**src/rtl/adc_pair_reader.sv**
```systemverilog
// adc_pair_reader: MCP3202-style SPI master converting ch0 then ch1 continuously and publishing each pair.
// Define ADC_AVG_EN to publish a 4-sample running average per channel instead of raw codes.
module adc_pair_reader #(
  parameter int CLK_DIV    = 24,
  parameter int GAP_CYCLES = 1000
) (
  input  logic        clk,
  input  logic        reset,
  input  logic        enable,
  input  logic        adc_miso,
  output logic        adc_sclk,
  output logic        adc_cs_n,
  output logic        adc_mosi,
  output logic [11:0] p1data,
  output logic [11:0] p2data,
  output logic        valid
);
  localparam int DW = $clog2(CLK_DIV + 1);
  localparam int GW = $clog2(GAP_CYCLES + 1);
  typedef enum logic [1:0] {IDLE, CONV, DONE, GAP} state_t;
  state_t state;
  logic ch;
  logic [DW-1:0] d;
  logic [5:0] h, hn;
  logic [GW-1:0] g;
  logic [11:0] sr, stage;
  logic last_div, gap_end, start;
  assign hn = h + 6'd1;
  assign last_div = d == DW'(CLK_DIV - 1);
  assign gap_end = g == GW'(GAP_CYCLES - 1);
  assign start = (state == IDLE && enable) || (state == GAP && gap_end && ch);
  // Command bits start, SGL, ODD=ch, MSBF, each held over one SCLK period.
  function automatic logic cmd(input logic [5:0] x, input logic c);
    return x < 6'd8 && (x[2:1] != 2'd2 || c);
  endfunction
`ifdef ADC_AVG_EN
  logic [11:0] h1 [4];
  logic [11:0] h2 [4];
  logic [13:0] s1, s2, s1n, s2n;
  always_comb begin
    s1n = s1 + 14'(stage) - 14'(h1[3]);
    s2n = s2 + 14'(sr) - 14'(h2[3]);
  end
  always_ff @(posedge clk or negedge reset)
    if (!reset) begin
      h1 <= '{default: '0};
      h2 <= '{default: '0};
      s1 <= '0;
      s2 <= '0;
    end else if (state == DONE && ch) begin
      h1 <= '{stage, h1[0], h1[1], h1[2]};
      h2 <= '{sr, h2[0], h2[1], h2[2]};
      s1 <= s1n;
      s2 <= s2n;
    end
`endif
  always_ff @(posedge clk or negedge reset)
    if (!reset) begin
      state <= IDLE;
      ch <= 1'b0;
      d <= '0;
      h <= '0;
      g <= '0;
      sr <= '0;
      stage <= '0;
      adc_sclk <= 1'b0;
      adc_cs_n <= 1'b1;
      adc_mosi <= 1'b0;
      p1data <= '0;
      p2data <= '0;
      valid <= 1'b0;
    end else begin
      valid <= 1'b0;
      if (start) begin
        state <= CONV;
        adc_cs_n <= 1'b0;
        adc_mosi <= 1'b1;
        h <= '0;
        d <= '0;
      end else
        case (state)
          CONV: begin
            if (d == '0 && h[0] && h >= 6'd11) sr <= {sr[10:0], adc_miso};
            if (!last_div) d <= d + DW'(1);
            else begin
              d <= '0;
              if (h == 6'd33) begin
                state <= DONE;
                adc_sclk <= 1'b0;
                adc_cs_n <= 1'b1;
                adc_mosi <= 1'b0;
              end else begin
                h <= hn;
                adc_sclk <= hn[0];
                adc_mosi <= cmd(hn, ch);
              end
            end
          end
          DONE: begin
            ch <= ~ch;
            state <= GAP;
            g <= '0;
            if (!ch) stage <= sr;
            else begin
              valid <= 1'b1;
`ifdef ADC_AVG_EN
              p1data <= s1n[13:2];
              p2data <= s2n[13:2];
`else
              p1data <= stage;
              p2data <= sr;
`endif
            end
          end
          GAP: if (gap_end) state <= IDLE; else g <= g + GW'(1);
          default: ;
        endcase
    end
endmodule

```
**config.mk**
```make
export PLATFORM = sky130hd
export DESIGN_NAME = adc_pair_reader
export DESIGN_NICKNAME = d
export VERILOG_FILES = /design/src/rtl/adc_pair_reader.sv
export SDC_FILE = /design/constraint.sdc
export NUM_CORES = 1
export LEC_CHECK = 0
export ABC_CLOCK_PERIOD_IN_PS = 5250
export BUFFER_PORTS_ARGS = -buffer_cell sky130_fd_sc_hd__buf_2
export CORE_MARGIN = 3
export CORE_UTILIZATION = 60
export DETAILED_ROUTE_END_ITERATION = 10
export PLACE_DENSITY = 0.8
export SYNTH_ARGS = -nofsm -noshare
export SYNTH_HDL_FRONTEND = slang
export SYNTH_SLANG_ARGS = --single-unit
```
**constraint.sdc**
```tcl
create_clock -name clk -period 5.25 [get_ports clk]
set_input_delay 0 -clock clk [delete_from_list [all_inputs] [get_ports clk]]
set_output_delay 0 -clock clk [all_outputs]
set_load 0.01 [all_outputs]
```
==> Flow_metrics.wiki <==
{| class="wikitable"
! Metric !! Value
|-
| Setup repair bufs after CTS || 0
|-
| Data arrival time of the worst path || 3.16 ns
|-
| Setup repair after global routing missed its margin || false
|-
| Clock buffer count from CTS || 9
|-
| Clock power frac || 0.417
|-
| Routed WL || 5.78 mm
|-
| Vias in the first global route || 2,183
|-
| Die extent in x || 81.7 um
|-
| Synthesized area || 3440 um^2
|-
| Synth Warn # || 0
|-
| Remaining global-route overflow || 0
|-
| Syn nets || 288
|-
| Number of library cell types mapped by synthesis || 45
|-
| Part of the Yosys area used for sequential elements || 0.553
|-
| Static power due to leakage || 1.98 nW
|-
| Reg-to-reg slack, setup || 2.31 ns
|-
| Most used routing layer in global routing || met2
|-
| Maximum clock skew at final layout || 0.00780 ns
|-
| Routed wire per std cell || 15.2 um
|-
| Met3 demand-to-capacity share in global routing || 0.0811
|-
| GR Layer Usage met2 || 0.315
|-
| Worst slew margin relative to its limit || 0.249
|-
| Max Fclk || 0.340 GHz
|-
| Top Ports || 32
|-
| Clock tree buffer depth || 2
|-
| Antenna cells || 0
|-
| Worst IR drop on VDD || 0.187 mV
|-
| Floorplan die area || 6670 um^2
|-
| Post-synthesis average cell area || 12.5 um^2
|-
| Number of flops mapped to enable cells by yosys || 0
|-
| Worst Setup Slack, final || 2.31 ns
|-
| Last weighted congestion value of the routability-driven placer || 0.873
|-
| Proportion of total power due to net switching || 0.196
|-
| Count leader, synth || sky130_fd_sc_hd__dfrtp_1
|-
| Clk sinks || 76
|-
| Pint || 0.828 mW
|-
| Number of search-and-repair iterations in the first detailed-routing pass || 4
|-
| Hpwl dp || 3.84 mm
|-
| Final worst-path cycle share || 0.560
|-
| Result of the run || completed
|-
| Final routed DRC violation total || 0
|-
| Layout area overhead || 11.0%
|-
| Power density cells || 270 nW/um^2
|-
| Max Fanout on Critical Path || 18
|-
| Post-synthesis instance total || 274
|-
| Final min period || 2.94 ns
|-
| Clock transition at the register clock pins on the worst setup and hold paths after CTS || 0.07 ns
|-
| Worst hold-check path type || in -> reg
|-
| Final total negative setup slack || 0 ns
|-
| Crit path from || state[1]
|-
| Pin count of the biggest net entering global routing || 77
|-
| Combinational share of power || 0.013
|-
| Share of final-layout standard cells stronger than drive strength 1 || 0.314
|-
| Transition time of the tightest slew-check pin || 1.12 ns
|-
| Post-synth top flop || sky130_fd_sc_hd__dfrtp_1
|-
| Num rows || 26
|-
| Global routing usage on met1 || 0.260
|-
| Final Hold Vio Count || 0
|-
| Area share of the leading cell type in the synthesized netlist || 0.546
|-
| Overall global routing resource usage || 0.204
|-
| Part of the power in registers || 0.570
|-
| Reg2reg start || state[1]
|-
| Cell types with the largest area share after synthesis || sky130_fd_sc_hd__dfrtp_1, sky130_fd_sc_hd__mux2_2, sky130_fd_sc_hd__mux2_4, sky130_fd_sc_hd__ha_1, sky130_fd_sc_hd__nor2_1
|-
| Starting density of the core || 0.644
|-
| Die Y || 81.7 um
|-
| Number of cells on the worst reg-to-reg path || 6
|-
| Root Buffer || sky130_fd_sc_hd__clkbuf_8
|-
| Critical path capture point type || flip-flop
|-
| FF+latch count, synth || 76
|-
| Dominant cell type by area after synthesis || sky130_fd_sc_hd__dfrtp_1
|-
| Input/output buffers || 31
|-
| Max cap viols || 0
|-
| First-pass GRT wire length || 10.1 mm
|-
| Endpoint of the most critical register-to-register path || sr[0]
|-
| Pins Over Slew Limit || 0
|-
| Total vias in the final route || 2,141
|-
| H-tree Lvls || 3
|-
| Initial DRC Count || 121
|-
| Ranking of synthesized cells by instance count || sky130_fd_sc_hd__dfrtp_1, sky130_fd_sc_hd__mux2_2, sky130_fd_sc_hd__nor2_1, sky130_fd_sc_hd__nand2_1
|-
| Category of the worst setup path launch point || flip-flop
|-
| NetSw || 0.202 mW
|-
| Floorplan Core Area || 5340 um^2
|-
| Later-pin clock latency in the skew report || 0.34 ns
|-
| CTS tree || done
|-
| Share of flip-flops with an asynchronous set or reset || 1.00
|-
| Category of the critical setup timing path || reg -> reg
|-
| Detail-routed via count per cell || 5.65
|-
| Number of antenna violations at the first check in global routing || 0
|-
| Setup Viol. Count Final || 0
|-
| Final Net Count || 320
|-
| Worst slack at placement || 2.32 ns
|-
| Remaining antenna violation count || 0
|-
| Timing endpoint of the critical path || sr[0]
|-
| Worst Path Required || 5.47 ns
|}
[routing by layer]
layer  routed length [um]  vias to the layer above
li1                     -                     1026
met1                 2650                     1053
met2                 2760                       53
met3                  278                        9
met4                   98                        0
met5                    0                        -
[state kept, by name, summed over array words and instances (netlist names), 2 cells and up]
signal / count
p1data: 12
d: 5
state: 2
p2data: 12
sr: 12
g: 10
stage: 12
h: 6
[critical path, cell delays in order, from the launching register on]
cell	delay, ns
sky130_fd_sc_hd__dfrtp_1	0.43
sky130_fd_sc_hd__ha_1	0.37
sky130_fd_sc_hd__and4_1	0.25
sky130_fd_sc_hd__and3_1	0.27
sky130_fd_sc_hd__a21o_1	0.49
sky130_fd_sc_hd__a2111o_1	0.62
sky130_fd_sc_hd__mux2_2	0.41
[per-stage QoR]
| step | hold slack, ns | area, um^2 | instances | power, mW | util |
|---|---|---|---|---|---|
| 6_report | 0.0677 | 3810 | 379 | 1.03 | 0.715 |
| 5_1_grt | 0.0748 | 3810 | 379 | 1.07 | 0.715 |
| 4_1_cts | 0.0523 | 3810 | 379 | 1.04 | 0.715 |
| 3_5_place_dp | 0.196 | 3600 | 363 | 0.612 | 0.676 |
| 3_3_place_gp | 0.198 | 3600 | 363 | 0.612 | 0.676 |
| 2_1_floorplan | -0.296 | 3440 | 274 | 0.599 | - |
[worst min path at each step]
stage	start	end	slack (ns)	cells after the start
final	enable	g[0]	0.07	3
after detailed placement	reset	p1data[9]	0.20	1
after global routing	enable	g[0]	0.07	3
after floorplan	reset	adc_mosi	-0.30	0
after CTS	enable	g[0]	0.05	3
after global placement	reset	p1data[8]	0.20	1
[timing repair]
action	in CTS	in global routing
resized for setup	0	0
endpoints found under the hold margin	76	0
hold buffers	2	0
[cells in the final DEF (no fill, tap or decap), types with 3 or more instances in the layout]
master                     instances
sky130_fd_sc_hd__nand2_1          12
sky130_fd_sc_hd__nor3_1            6
sky130_fd_sc_hd__xnor2_1           6
sky130_fd_sc_hd__a21oi_1           9
sky130_fd_sc_hd__and3_1            3
sky130_fd_sc_hd__mux2_2           39
sky130_fd_sc_hd__clkbuf_8         11
sky130_fd_sc_hd__dfrtp_1          75
sky130_fd_sc_hd__xor2_1            7
sky130_fd_sc_hd__ha_1             10
sky130_fd_sc_hd__nand3_1           8
sky130_fd_sc_hd__and2_1            6
sky130_fd_sc_hd__nand4_1           3
sky130_fd_sc_hd__mux2_4           10
sky130_fd_sc_hd__o21ai_0           7
sky130_fd_sc_hd__buf_2            30
sky130_fd_sc_hd__nor2_1           22
sky130_fd_sc_hd__inv_1             9
[power by group through the flow]
stage,Clock [mW],Sequential [mW],Combinational [mW]
3_3_place_gp,0,0.598,0.0136
2_1_floorplan,0,0.598,0.000718
5_1_grt,0.470,0.587,0.0164
4_1_cts,0.442,0.587,0.0147
3_5_place_dp,0,0.598,0.0136
6_report,0.429,0.587,0.0138
[cell type report]
type | count | area (um^2)
multi-input cells | 177 | 1420
inverters | 9 | 33.8
flip-flops and latches | 76 | 1900
clock buffers | 12 | 155
well taps | 70 | 87.6
clock inverters | 2 | 35.0
fillers | 361 | 1520
repair buffers | 33 | 178
[kinds of logic after synthesis]
group / Yosys count / synth area share
XOR/XNOR: 13 / 0.0331
multiplexers: 50 / 0.174
AO/OA/AOI/OAI: 32 / 0.0633
buffers and inverters: 21 / 0.0327
flip-flops: 76 / 0.553
adder cells (fa/ha/maj): 10 / 0.0364
AND/OR/NAND/NOR: 72 / 0.107
No activity file was read; power rests on OpenSTA's default activity.
